--- config.mk ---
export PLATFORM = sky130hd
export DESIGN_NAME = alu_cmd_responder
export DESIGN_NICKNAME = d
export VERILOG_FILES = /design/src/rtl/alu_cmd_responder.sv
export SDC_FILE = /design/constraint.sdc
export NUM_CORES = 1
export LEC_CHECK = 0
export CAP_MARGIN = 25
export CORE_MARGIN = 1
export CORE_UTILIZATION = 48
export CTS_CLUSTER_DIAMETER = 200
export DETAILED_ROUTE_END_ITERATION = 8
export PLACE_DENSITY = 0.66
export SLEW_MARGIN = 20
export SYNTH_ARGS = -nofsm -noshare
export SYNTH_HDL_FRONTEND = slang
export SYNTH_SLANG_ARGS = --single-unit
--- constraint.sdc ---
create_clock -name clk -period 14.46 [get_ports clk]
set_clock_uncertainty 0.2 [all_clocks]
set_input_delay 2.892 -clock clk [delete_from_list [all_inputs] [get_ports clk]]
set_output_delay 2.892 -clock clk [all_outputs]
set_load 0.01 [all_outputs]
--- src/rtl/alu_cmd_responder.sv ---
// ============================================================================
// Module   : alu_cmd_responder
// Purpose  : Valid/ready ALU responder with an optional iterative divider
//            (enabled by defining ALU_RSP_DIV_EN).
// Revision : 1.0
// ============================================================================
`default_nettype none

module alu_cmd_responder #(
    parameter int WIDTH = 8
) (
    input  logic                 clk,
    input  logic                 reset,
    input  logic                 req_valid,
    output logic                 req_ready,
    input  logic [3:0]           req_op,
    input  logic [WIDTH-1:0]     req_a,
    input  logic [WIDTH-1:0]     req_b,
    output logic                 rsp_valid,
    input  logic                 rsp_ready,
    output logic [2*WIDTH-1:0]   rsp_result,
    output logic                 rsp_overflow,
    output logic                 rsp_err,
    output logic                 busy
);

    localparam int                c_SHW = $clog2(WIDTH);
    localparam logic [c_SHW:0]    c_WSZ = (c_SHW+1)'(WIDTH);

    localparam logic [3:0] c_OP_ADD  = 4'd0;
    localparam logic [3:0] c_OP_SUB  = 4'd1;
    localparam logic [3:0] c_OP_MUL  = 4'd2;
    localparam logic [3:0] c_OP_DIV  = 4'd3;
    localparam logic [3:0] c_OP_SLL  = 4'd4;
    localparam logic [3:0] c_OP_SRL  = 4'd5;
    localparam logic [3:0] c_OP_ROL  = 4'd6;
    localparam logic [3:0] c_OP_ROR  = 4'd7;
    localparam logic [3:0] c_OP_AND  = 4'd8;
    localparam logic [3:0] c_OP_OR   = 4'd9;
    localparam logic [3:0] c_OP_XOR  = 4'd10;
    localparam logic [3:0] c_OP_NOR  = 4'd11;
    localparam logic [3:0] c_OP_NAND = 4'd12;
    localparam logic [3:0] c_OP_XNOR = 4'd13;
    localparam logic [3:0] c_OP_GT   = 4'd14;
    localparam logic [3:0] c_OP_EQ   = 4'd15;

`ifdef ALU_RSP_DIV_EN
    typedef enum logic [1:0] {S_IDLE = 2'd0, S_DIV = 2'd1, S_DONE = 2'd2} state_t;
`else
    typedef enum logic [1:0] {S_IDLE = 2'd0, S_DONE = 2'd2} state_t;
`endif

    state_t                 state_q, state_d;
    logic [2*WIDTH-1:0]     result_q, result_d;
    logic                   ovf_q, ovf_d;
    logic                   err_q, err_d;

    logic [WIDTH-1:0]       w_zx;
    logic [c_SHW-1:0]       w_sh;
    logic [c_SHW:0]         w_inv_sh;
    logic [WIDTH:0]         w_sum;
    logic [2*WIDTH-1:0]     w_prod;
    logic [2*WIDTH-1:0]     w_alu_res;
    logic                   w_alu_ovf;
    logic                   w_alu_err;

`ifdef ALU_RSP_DIV_EN
    localparam logic [c_SHW-1:0] c_LAST = c_SHW'(WIDTH - 1);

    logic [WIDTH-1:0]       rem_q, rem_d;
    logic [WIDTH-1:0]       quo_q, quo_d;
    logic [WIDTH-1:0]       dvs_q, dvs_d;
    logic [c_SHW-1:0]       cnt_q, cnt_d;
    logic [WIDTH:0]         w_shift;
    logic                   w_div_ge;
    logic [WIDTH-1:0]       w_div_sub;
    logic [WIDTH-1:0]       w_rem_nx;
    logic [WIDTH-1:0]       w_quo_nx;

    // Restoring step: shift the next dividend bit into the partial remainder
    // and subtract the divisor only when it fits.
    always_comb begin
        w_shift   = {rem_q, quo_q[WIDTH-1]};
        w_div_ge  = (w_shift >= {1'b0, dvs_q});
        w_div_sub = w_shift[WIDTH-1:0] - dvs_q;
        w_rem_nx  = w_div_ge ? w_div_sub : w_shift[WIDTH-1:0];
        w_quo_nx  = {quo_q[WIDTH-2:0], w_div_ge};
    end
`endif

    always_comb begin
        w_zx      = '0;
        w_sh      = req_b[c_SHW-1:0];
        w_inv_sh  = c_WSZ - {1'b0, w_sh};
        w_sum     = {1'b0, req_a} + {1'b0, req_b};
        w_prod    = {w_zx, req_a} * {w_zx, req_b};
        w_alu_res = '0;
        w_alu_ovf = 1'b0;
        w_alu_err = 1'b0;
        case (req_op)
            c_OP_ADD: begin
                w_alu_res = {{(WIDTH-1){1'b0}}, w_sum};
                w_alu_ovf = w_sum[WIDTH];
            end
            c_OP_SUB: begin
                w_alu_res = {w_zx, req_a - req_b};
                w_alu_ovf = (req_a < req_b);
            end
            c_OP_MUL:  w_alu_res = w_prod;
            c_OP_DIV:  w_alu_err = 1'b1;
            c_OP_SLL:  w_alu_res = {w_zx, req_a << w_sh};
            c_OP_SRL:  w_alu_res = {w_zx, req_a >> w_sh};
            c_OP_ROL:  w_alu_res = {w_zx, (req_a << w_sh) | (req_a >> w_inv_sh)};
            c_OP_ROR:  w_alu_res = {w_zx, (req_a >> w_sh) | (req_a << w_inv_sh)};
            c_OP_AND:  w_alu_res = {w_zx, req_a & req_b};
            c_OP_OR:   w_alu_res = {w_zx, req_a | req_b};
            c_OP_XOR:  w_alu_res = {w_zx, req_a ^ req_b};
            c_OP_NOR:  w_alu_res = {w_zx, ~(req_a | req_b)};
            c_OP_NAND: w_alu_res = {w_zx, ~(req_a & req_b)};
            c_OP_XNOR: w_alu_res = {w_zx, ~(req_a ^ req_b)};
            c_OP_GT:   w_alu_res = {{(2*WIDTH-1){1'b0}}, (req_a > req_b)};
            c_OP_EQ:   w_alu_res = {{(2*WIDTH-1){1'b0}}, (req_a == req_b)};
            default:   w_alu_res = '0;
        endcase
    end

    always_comb begin
        state_d  = state_q;
        result_d = result_q;
        ovf_d    = ovf_q;
        err_d    = err_q;
`ifdef ALU_RSP_DIV_EN
        rem_d    = rem_q;
        quo_d    = quo_q;
        dvs_d    = dvs_q;
        cnt_d    = cnt_q;
`endif
        case (state_q)
            S_IDLE: begin
                if (req_valid) begin
                    state_d  = S_DONE;
                    result_d = w_alu_res;
                    ovf_d    = w_alu_ovf;
                    err_d    = w_alu_err;
`ifdef ALU_RSP_DIV_EN
                    // A non-zero divisor diverts into the iterative divider.
                    if (req_op == c_OP_DIV && req_b != '0) begin
                        state_d  = S_DIV;
                        result_d = '0;
                        ovf_d    = 1'b0;
                        err_d    = 1'b0;
                        rem_d    = '0;
                        quo_d    = req_a;
                        dvs_d    = req_b;
                        cnt_d    = '0;
                    end
`endif
                end
            end
`ifdef ALU_RSP_DIV_EN
            S_DIV: begin
                rem_d = w_rem_nx;
                quo_d = w_quo_nx;
                cnt_d = cnt_q + c_SHW'(1);
                if (cnt_q == c_LAST) begin
                    state_d  = S_DONE;
                    result_d = {w_rem_nx, w_quo_nx};
                end
            end
`endif
            S_DONE: begin
                if (rsp_ready) begin
                    state_d = S_IDLE;
                end
            end
            default: state_d = S_IDLE;
        endcase
    end

    always_ff @(posedge clk) begin
        if (reset) begin
            state_q  <= S_IDLE;
            result_q <= '0;
            ovf_q    <= 1'b0;
            err_q    <= 1'b0;
`ifdef ALU_RSP_DIV_EN
            rem_q    <= '0;
            quo_q    <= '0;
            dvs_q    <= '0;
            cnt_q    <= '0;
`endif
        end else begin
            state_q  <= state_d;
            result_q <= result_d;
            ovf_q    <= ovf_d;
            err_q    <= err_d;
`ifdef ALU_RSP_DIV_EN
            rem_q    <= rem_d;
            quo_q    <= quo_d;
            dvs_q    <= dvs_d;
            cnt_q    <= cnt_d;
`endif
        end
    end

    assign req_ready    = (state_q == S_IDLE);
    assign rsp_valid    = (state_q == S_DONE);
    assign busy         = (state_q != S_IDLE);
    assign rsp_result   = result_q;
    assign rsp_overflow = ovf_q;
    assign rsp_err      = err_q;

endmodule

`default_nettype wire

==> results of run 1 <==
Yosys cell counts, types with 4 or more instances:
| cell | count |
|---|---|
| fa_1 | 38 |
| buf_4 | 6 |
| nand2_1 | 61 |
| a221oi_1 | 4 |
| nor4_1 | 5 |
| nor3_1 | 11 |
| buf_1 | 4 |
| a31oi_1 | 6 |
| nor2_1 | 76 |
| a21oi_1 | 34 |
| a22o_1 | 9 |
| o31ai_1 | 10 |
| mux2_2 | 5 |
| a22oi_1 | 6 |
| buf_2 | 17 |
| mux4_2 | 6 |
| o22ai_1 | 6 |
| mux2i_1 | 16 |
| o2111ai_1 | 4 |
| xor2_1 | 10 |
| mux4_1 | 5 |
| nor3b_1 | 5 |
| clkbuf_1 | 10 |
| nand3_1 | 8 |
| a32oi_1 | 5 |
| xnor2_1 | 14 |
| nand2b_1 | 12 |
| nor2b_1 | 7 |
| a211oi_1 | 10 |
| o211ai_1 | 4 |
| dfxtp_1 | 19 |
| inv_1 | 84 |
| o21ai_0 | 26 |
| ha_1 | 62 |
| or3_1 | 4 |
worst register-to-register path: cells and delay by family, from the launching register on:
kind / cells / cell delay (ns)
compound gates: 4 / 0.67
flops: 1 / 0.35
simple gates: 2 / 0.61
stage by stage:
step | setup WS [ns] | power [mW] | util, %
after global routing | 5.74 | 0.484 | 54.2
after detailed placement | 5.79 | 0.398 | 53.7
after global placement | 5.83 | 0.393 | 53.7
final | 6.06 | 0.442 | 54.2
after CTS | 6.08 | 0.439 | 54.1
after floorplan | 7.22 | 0.305 | -
kinds of logic after synthesis:
| group | count (synthesis) |
|---|---|
| AOI/OAI and AO/OA | 168 |
| xor gates and xnor gates | 24 |
| adders and majority gates | 100 |
| buffers and inverters | 128 |
| DFF | 19 |
| muxes | 32 |
| and+or+nand+nor | 210 |
final timing paths:
check | cells after the start | slack [ns] | endpoint
max | 16 | 6.06 | rsp_result[14]
min | 2 | 0.25 | rsp_result[11]
max reg2reg | 6 | 12.49 | rsp_result[6]
min reg2reg | 2 | 0.25 | rsp_result[11]
registers in the layout, indices dropped and copies added, names as in the netlist:
signal,flops
rsp_result,16
rsp_err,1
rsp_overflow,1
state_q,1
layer usage:
| metal | part of all wire (%) | vias up | wire, um | global-route usage [%] |
|---|---|---|---|---|
| met2 | 46 | 247 | 8070 | 50.9 |
| met5 | 0 | - | 0 | 0 |
| met4 | 4.5 | 0 | 782 | 12.8 |
| met1 | 42 | 2585 | 7260 | 42.0 |
| li1 | - | 2425 | - | - |
| met3 | 7.7 | 47 | 1340 | 5.08 |
area by class of cell:
class / instances / area, um2
Clock buffer: 4 / 45.0
Fill cell: 1082 / 4970
Inverter: 87 / 327
Multi-Input combinational cell: 534 / 4420
Sequential cell: 19 / 380
Tap cell: 140 / 175
Timing Repair Buffer: 55 / 523
power breakdown:
part | total [mW] | switching [mW] | internal, mW
registers | 0.0571 | 0.00187 | 0.0553
logic | 0.346 | 0.208 | 0.138
clock network | 0.0394 | 0.0197 | 0.0197
total | 0.442 | 0.229 | 0.213
==> out/results.ini, run 1 <==
[yosys]
yosysWarnings=0
ys.flop_type=dfxtp_1
synth_top_cell_by_area=ha_1
ys_ff_latch=19
synth_top_family_by_area=adder cells
synth_xor_area_share_pct=3.93
synth_area_per_cell_um2=7.86
ys_top_cells_by_area=ha_1 14%, fa_1 14%, dfxtp_1 7.1%
synth-edff-count=0
synth-simple-area-share_pct=18.7
syn_area_um2=5350
synthArstFlopShare_pct=0
synth_mux_area_share_pct=9.03
synth-compound-area-share_pct=22.3
netlist_instances=681
seq_area_frac_synth_pct=7.11
synthAdderAreaFrac_pct=28.7
syn_nets=805
synth_cell_type_count=75
yosysTopAreaCellShare_pct=14.5

[critical_path]
crit_slowest_cell=clkdlybuf4s50_1
cp_slowest_stage_delay_ns=0.90
critical_path_buf_inv_count=4
path_cells=clkdlybuf4s50_1 > clkinv_1 > nor2_1 > fa_1 > fa_1 > fa_1 > inv_1 > fa_1 > inv_1 > ha_1 > a21oi_1 > o211ai_1 > a311oi_1 > o31ai_1 > xor2_1 > a22o_1
worstPathArrival_ns=8.37
cp-end-kind=flop
crit_top_cell=fa_1
crit_type=in -> reg
critical_path.startpoint_type=primary input
reg2reg_from=state_q[1]
crit_start=req_a[3]
worst_ep_required_time_ns=14.43
path_max_fanout=16
critical_path.top_delay_family=adder cells

[clock_tree]
cts_tree=built
cts-resized-gates=0
cts-root-buf=clkbuf_8
post_cts_buffers=0
cts.sinks=19
clock_latency_ns=0.27
cts_hold_buffers=0
numCtsBuffers=3
cts.clk_slew.worst_paths_ns=0.07
clock_path_buffers=2
htree_levels=1

[sta]
clock.fmax_mhz=119
fin_crit_ns=8.40
worst_slew_pin_slew_ns=0.978
hold_viol=0
finalMaxSlewViolations=0
setup_viol=0
slew_headroom_pct=34.6
post-route-period-util_pct=58.1
rsz0062_at_grt=no
setup_tns_ns=0
holdWs_ns=0.255

[global_route]
grt_max_degree=37
antenna_found_initial=0
grt_pass1_wl_mm=27.8
track_usage_pct=31.6
grt-ovfl-total=0
first_global_vias=5099

[flow_run]
max_cap_violations=0

[place]
dp_cells=834
placed_area_um2=5820
place_hpwl_mm=13.6
io_buffers=44
gp_congestion=0.970

[detailed_routing]
avgViaCountPerCell=6.32
vias=5304
drcViolationCount=1
routed_wl_mm=17.5
drtIter0Drc=473
avgRoutedWirePerCell_um=20.8
drt_pass1_iterations=7
antenna_left=0

[finish]
antenna_cells=0
area_growth_pct=9.75
final_common_cell=inv_1
layout.cells.non_filler=839
finish.instance_area_um2=5870
final_cell_mix=84 x inv_1, 76 x nor2_1, 62 x ha_1
drive_gt1_share_pct=5.72
nNetsFinal=824

[floorplan]
die_area_um2=11600
die_h_um=108
initial_core_util_pct=49.4
rows=38
io_pins=45
core-area_um2=10800
die-width_um=108

[hold_path]
hold_path_class=reg -> reg
hp-start=rsp_result[11]

[power]
irDropWorstVdd_mv=0.0966
power_density_nw_per_um2=75.3
p_leak_nw=2.56

[outcome]
status=complete, but fails checks
violations=design-rule violations

No activity file was read; power rests on OpenSTA's default activity.
==> run 2: changes to the inputs <==
- clock period: 14.46 -> 8.7 ns (I/O delays scaled with it)
==> out/results.ini, run 2 (same netlist as run 1, synthesis figures left out) <==
[sta]
holdWs_ns=0.265
hold_viol=0
setup_tns_ns=0
finalMaxSlewViolations=0
rsz0062_at_grt=no
post-route-period-util_pct=79.8
clock.fmax_mhz=144
worst_slew_pin_slew_ns=1.02
setup_viol=0
fin_crit_ns=6.95
slew_headroom_pct=32.0

[critical_path]
critical_path.startpoint_type=primary input
cp_slowest_stage_delay_ns=0.96
crit_type=in -> reg
worst_ep_required_time_ns=8.66
crit_top_cell=ha_1
rr_worst_depth=5
path_max_fanout=16
path_cells=clkdlybuf4s50_1 > clkinv_1 > nor2_1 > ha_1 > fa_1 > ha_1 > inv_1 > fa_1 > inv_1 > ha_1 > a211oi_1 > o211ai_1 > a311oi_1 > o31ai_1 > xor2_1 > a22o_1
crit_slowest_cell=clkdlybuf4s50_1
cp-end-kind=flop
worstPathArrival_ns=6.90

[outcome]
status=complete, but fails checks
violations=design-rule violations

[place]
io_buffers=44
place_hpwl_mm=14.8
dp_cells=834
gp_congestion=1.01

[detailed_routing]
wl_met1_mm=7.93
avgViaCountPerCell=6.35
wl_met2_mm=8.95
wl_met3_mm=1.61
drcViolationCount=1
routed_wl_mm=19.1
vias=5320
drt_pass1_iterations=9
antenna_left=0
top_layer_used=met4
drtIter0Drc=592
avgRoutedWirePerCell_um=22.8

[floorplan]
initial_core_util_pct=49.4
rows=38
die_area_um2=11600
die_h_um=108
core-area_um2=10800
io_pins=45
die-width_um=108

[finish]
area_growth_pct=9.61
largest_reg_flops=16
final_common_cell=inv_1
nNetsFinal=823
drive_gt1_share_pct=5.59
antenna_cells=0
fill_cells=1056
final_cell_mix=84 x inv_1, 76 x nor2_1, 62 x ha_1
layout.cells.non_filler=838

[clock_tree]
cts.clk_slew.worst_paths_ns=0.08
clock_path_buffers=2
cts_tree=built
htree_levels=1
cts_hold_buffers=0
post_cts_buffers=0
cts.sinks=19
cts-resized-gates=0
cts-root-buf=clkbuf_8
clock_latency_ns=0.26
numCtsBuffers=3

[power]
p_leak_nw=2.55
p_total_mw=0.743
irDropWorstVdd_mv=0.178
power_density_nw_per_um2=127

[hold_path]
hold_path_depth=2
hold_path_class=reg -> reg

[global_route]
first_global_vias=5253
grt-ovfl-total=0
antenna_found_initial=0
grt_max_degree=37
track_usage_pct=34.5
grt_pass1_wl_mm=29.7

[flow_run]
max_cap_violations=0

run 2: cell count changes in the layout (fill, tap and decap cells not counted), sizes merged:
| cell | before | now |
|---|---|---|
| buf | 11 | 10 |
run 2: metrics by stage:
stage | utilization, % | cell area [um2] | setup WS [ns]
detailed placement | 53.7 | 5820 | 1.55
finish | 54.1 | 5860 | 1.75
floorplan | - | 5350 | 2.61
CTS | 54.1 | 5860 | 1.81
global route | 54.1 | 5860 | 1.48
global placement | 53.7 | 5820 | 1.54
run 2: worst paths after layout:
path,start,slack [ns],endpoint
worst max register to register,state_q[1],6.46,rsp_result[5]
worst min register to register,rsp_result[2],0.27,rsp_result[2]
worst max-delay path,req_b[2],1.75,rsp_result[14]
worst min-delay path,rsp_result[2],0.27,rsp_result[2]
run 2: layout make-up:
| class | count | area [um2] | share of cell area [%] |
|---|---|---|---|
| Inverter | 87 | 327 | 5.57 |
| Tap cell | 140 | 175 | 2.99 |
| Clock buffer | 4 | 45.0 | 0.768 |
| Sequential cell | 19 | 380 | 6.49 |
| Timing Repair Buffer | 54 | 515 | 8.79 |
| Multi-Input combinational cell | 534 | 4420 | 75.4 |
run 2: power by group:
| part | switching [mW] | internal [mW] |
|---|---|---|
| Combinational | 0.352 | 0.232 |
| Sequential | 0.00314 | 0.0919 |
| Clock | 0.0318 | 0.0327 |
run 2: layer usage:
| layer | up-vias | global-route usage (%) |
|---|---|---|
| met5 | - | 0 |
| met3 | 37 | 4.06 |
| met2 | 269 | 56.5 |
| li1 | 2433 | - |
| met1 | 2581 | 46.7 |
| met4 | 0 | 11.9 |
run 2: worst max-delay path, delay by kind of cell:
kind | cells | cell delay, ns
adder cells (fa/ha/maj) | 5 | 1.80
buffers and inverters | 4 | 1.63
AO/OA/AOI/OAI | 5 | 1.32
XOR/XNOR | 1 | 0.15
AND/OR/NAND/NOR | 1 | 0.23
==> run 3: changes to the inputs <==
- PLACE_DENSITY: 0.66 -> 0.69
- clock period: 8.7 -> 5.8 ns (I/O delays scaled with it)
==> out/results.ini, run 3 (same netlist as run 1, synthesis figures left out) <==
[hold_path]
hold_path_class=reg -> reg

[critical_path]
path_cells=clkdlybuf4s50_1 > nand2_1 > fa_1 > fa_1 > fa_1 > inv_1 > fa_1 > ha_1 > a21oi_2 > o211ai_1 > a311oi_2 > o31ai_1 > xor2_1 > a22o_1
worstPathArrival_ns=5.60
cp-end-kind=flop
crit_type=in -> reg
worst_ep_required_time_ns=5.75
crit_slowest_cell=clkdlybuf4s50_1
path_max_fanout=4
crit_top_cell=fa_1
critical_path.startpoint_type=primary input
cp_slowest_stage_delay_ns=0.62

[clock_tree]
cts_tree=built
htree_levels=1
clock_path_buffers=2
clock_latency_ns=0.26
cts.clk_slew.worst_paths_ns=0.07
cts.sinks=19
cts-root-buf=clkbuf_8
numCtsBuffers=3
cts_hold_buffers=0

[power]
power_density_nw_per_um2=198
p_leak_nw=2.90
irDropWorstVdd_mv=0.263

[finish]
fill_cells=1042
drive_gt1_share_pct=13.2
final_cell_mix=83 x inv_1, 76 x nor2_1, 63 x buf_4
largest_reg_flops=16
nNetsFinal=876
final_common_cell=inv_1
area_growth_pct=18.2
antenna_cells=0

[sta]
setup_viol=0
setup_tns_ns=0
finalMaxSlewViolations=0
worst_slew_pin_slew_ns=1.05
holdWs_ns=0.259
worst_slack_ns=0.152
fin_crit_ns=5.65
hold_viol=0
clock.fmax_mhz=177
post-route-period-util_pct=97.4
slew_headroom_pct=29.6

[detailed_routing]
avgRoutedWirePerCell_um=21.7
vias=5442
drcViolationCount=0
avgViaCountPerCell=6.11
routed_wl_mm=19.3
drtIter0Drc=451
drt_pass1_iterations=5
antenna_left=0

[global_route]
track_usage_pct=34.7
first_global_vias=5355
antenna_found_initial=0
grt-ovfl-total=0
grt_max_degree=37
grt_pass1_wl_mm=30.2

[floorplan]
core-area_um2=10800
io_pins=45
rows=38
die_h_um=108
initial_core_util_pct=49.4
die-width_um=108
die_area_um2=11600

[place]
gp_congestion=1.01
io_buffers=44
place_hpwl_mm=15.7
place_ws_ns=-0.282

[flow_run]
max_cap_violations=0

[outcome]
status=complete, no violations

-- run 3: changes by cell type in the layout (fill, tap and decap cells not counted), sizes merged --
| cell | delta |
|---|---|
| buf | +53 |
| clkdlybuf4s50 | -10 |
| dlymetal6s2s | +10 |
-- run 3: path summary, 6_finish.rpt --
check | from | to | slack, ns | depth (start not counted)
worst max-delay path | req_a[6] | rsp_result[14] | 0.15 | 14
worst min-delay path | rsp_result[2] | rsp_result[2] | 0.26 | 2
worst max register to register | state_q[1] | rsp_result[5] | 3.43 | 6
worst min register to register | rsp_result[2] | rsp_result[2] | 0.26 | 2
-- run 3: through the flow --
| stage | power (mW) | util (%) | instances | area (um2) |
|---|---|---|---|---|
| 2_1_floorplan | 0.760 | - | 681 | 5350 |
| 3_3_place_gp | 1.08 | 57.3 | 886 | 6210 |
| 3_5_place_dp | 1.10 | 57.3 | 886 | 6210 |
| 4_1_cts | 1.20 | 57.8 | 890 | 6260 |
| 5_1_grt | 1.36 | 58.4 | 891 | 6330 |
| 6_report | 1.25 | 58.4 | 891 | 6330 |
-- run 3: critical path: cells and delay by family --
family	cells	cell delay, ns
buffers and inverters	2	0.68
adders and majority gates	5	2.41
xor gates and xnor gates	1	0.16
AOI/OAI and AO/OA	5	1.05
and+or+nand+nor	1	0.13
-- run 3: cell type report --
class / count / area [um2] / share of cell area, %
sequential: 19 / 380 / 6.01
clock buffer: 4 / 45.0 / 0.712
multi-input combinational: 534 / 4460 / 70.5
tap: 140 / 175 / 2.77
inverter: 87 / 327 / 5.16
timing repair buffer: 107 / 938 / 14.8
-- run 3: per-layer routing --
layer,up-vias,track usage [%],routed length (um)
met5,-,0,0
met4,0,10.5,675
met3,39,4.00,1270
met2,227,59.1,9210
met1,2638,45.7,8170
li1,2538,-,-
-- run 3: repair_timing --
action,in CTS,in global routing
cloned,0,0
setup buffers,0,1
gates resized for setup,1,17
pin swaps,0,5
setup endpoints to repair,2,8
-- run 3: report_power, final --
part           switching (mW)  internal (mW)  leakage, nW  total [mW]
logic                   0.573          0.441         2.73        1.01
clock network          0.0437         0.0488       0.0228      0.0925
registers             0.00462          0.138        0.155       0.142
total                   0.622          0.628         2.90        1.25
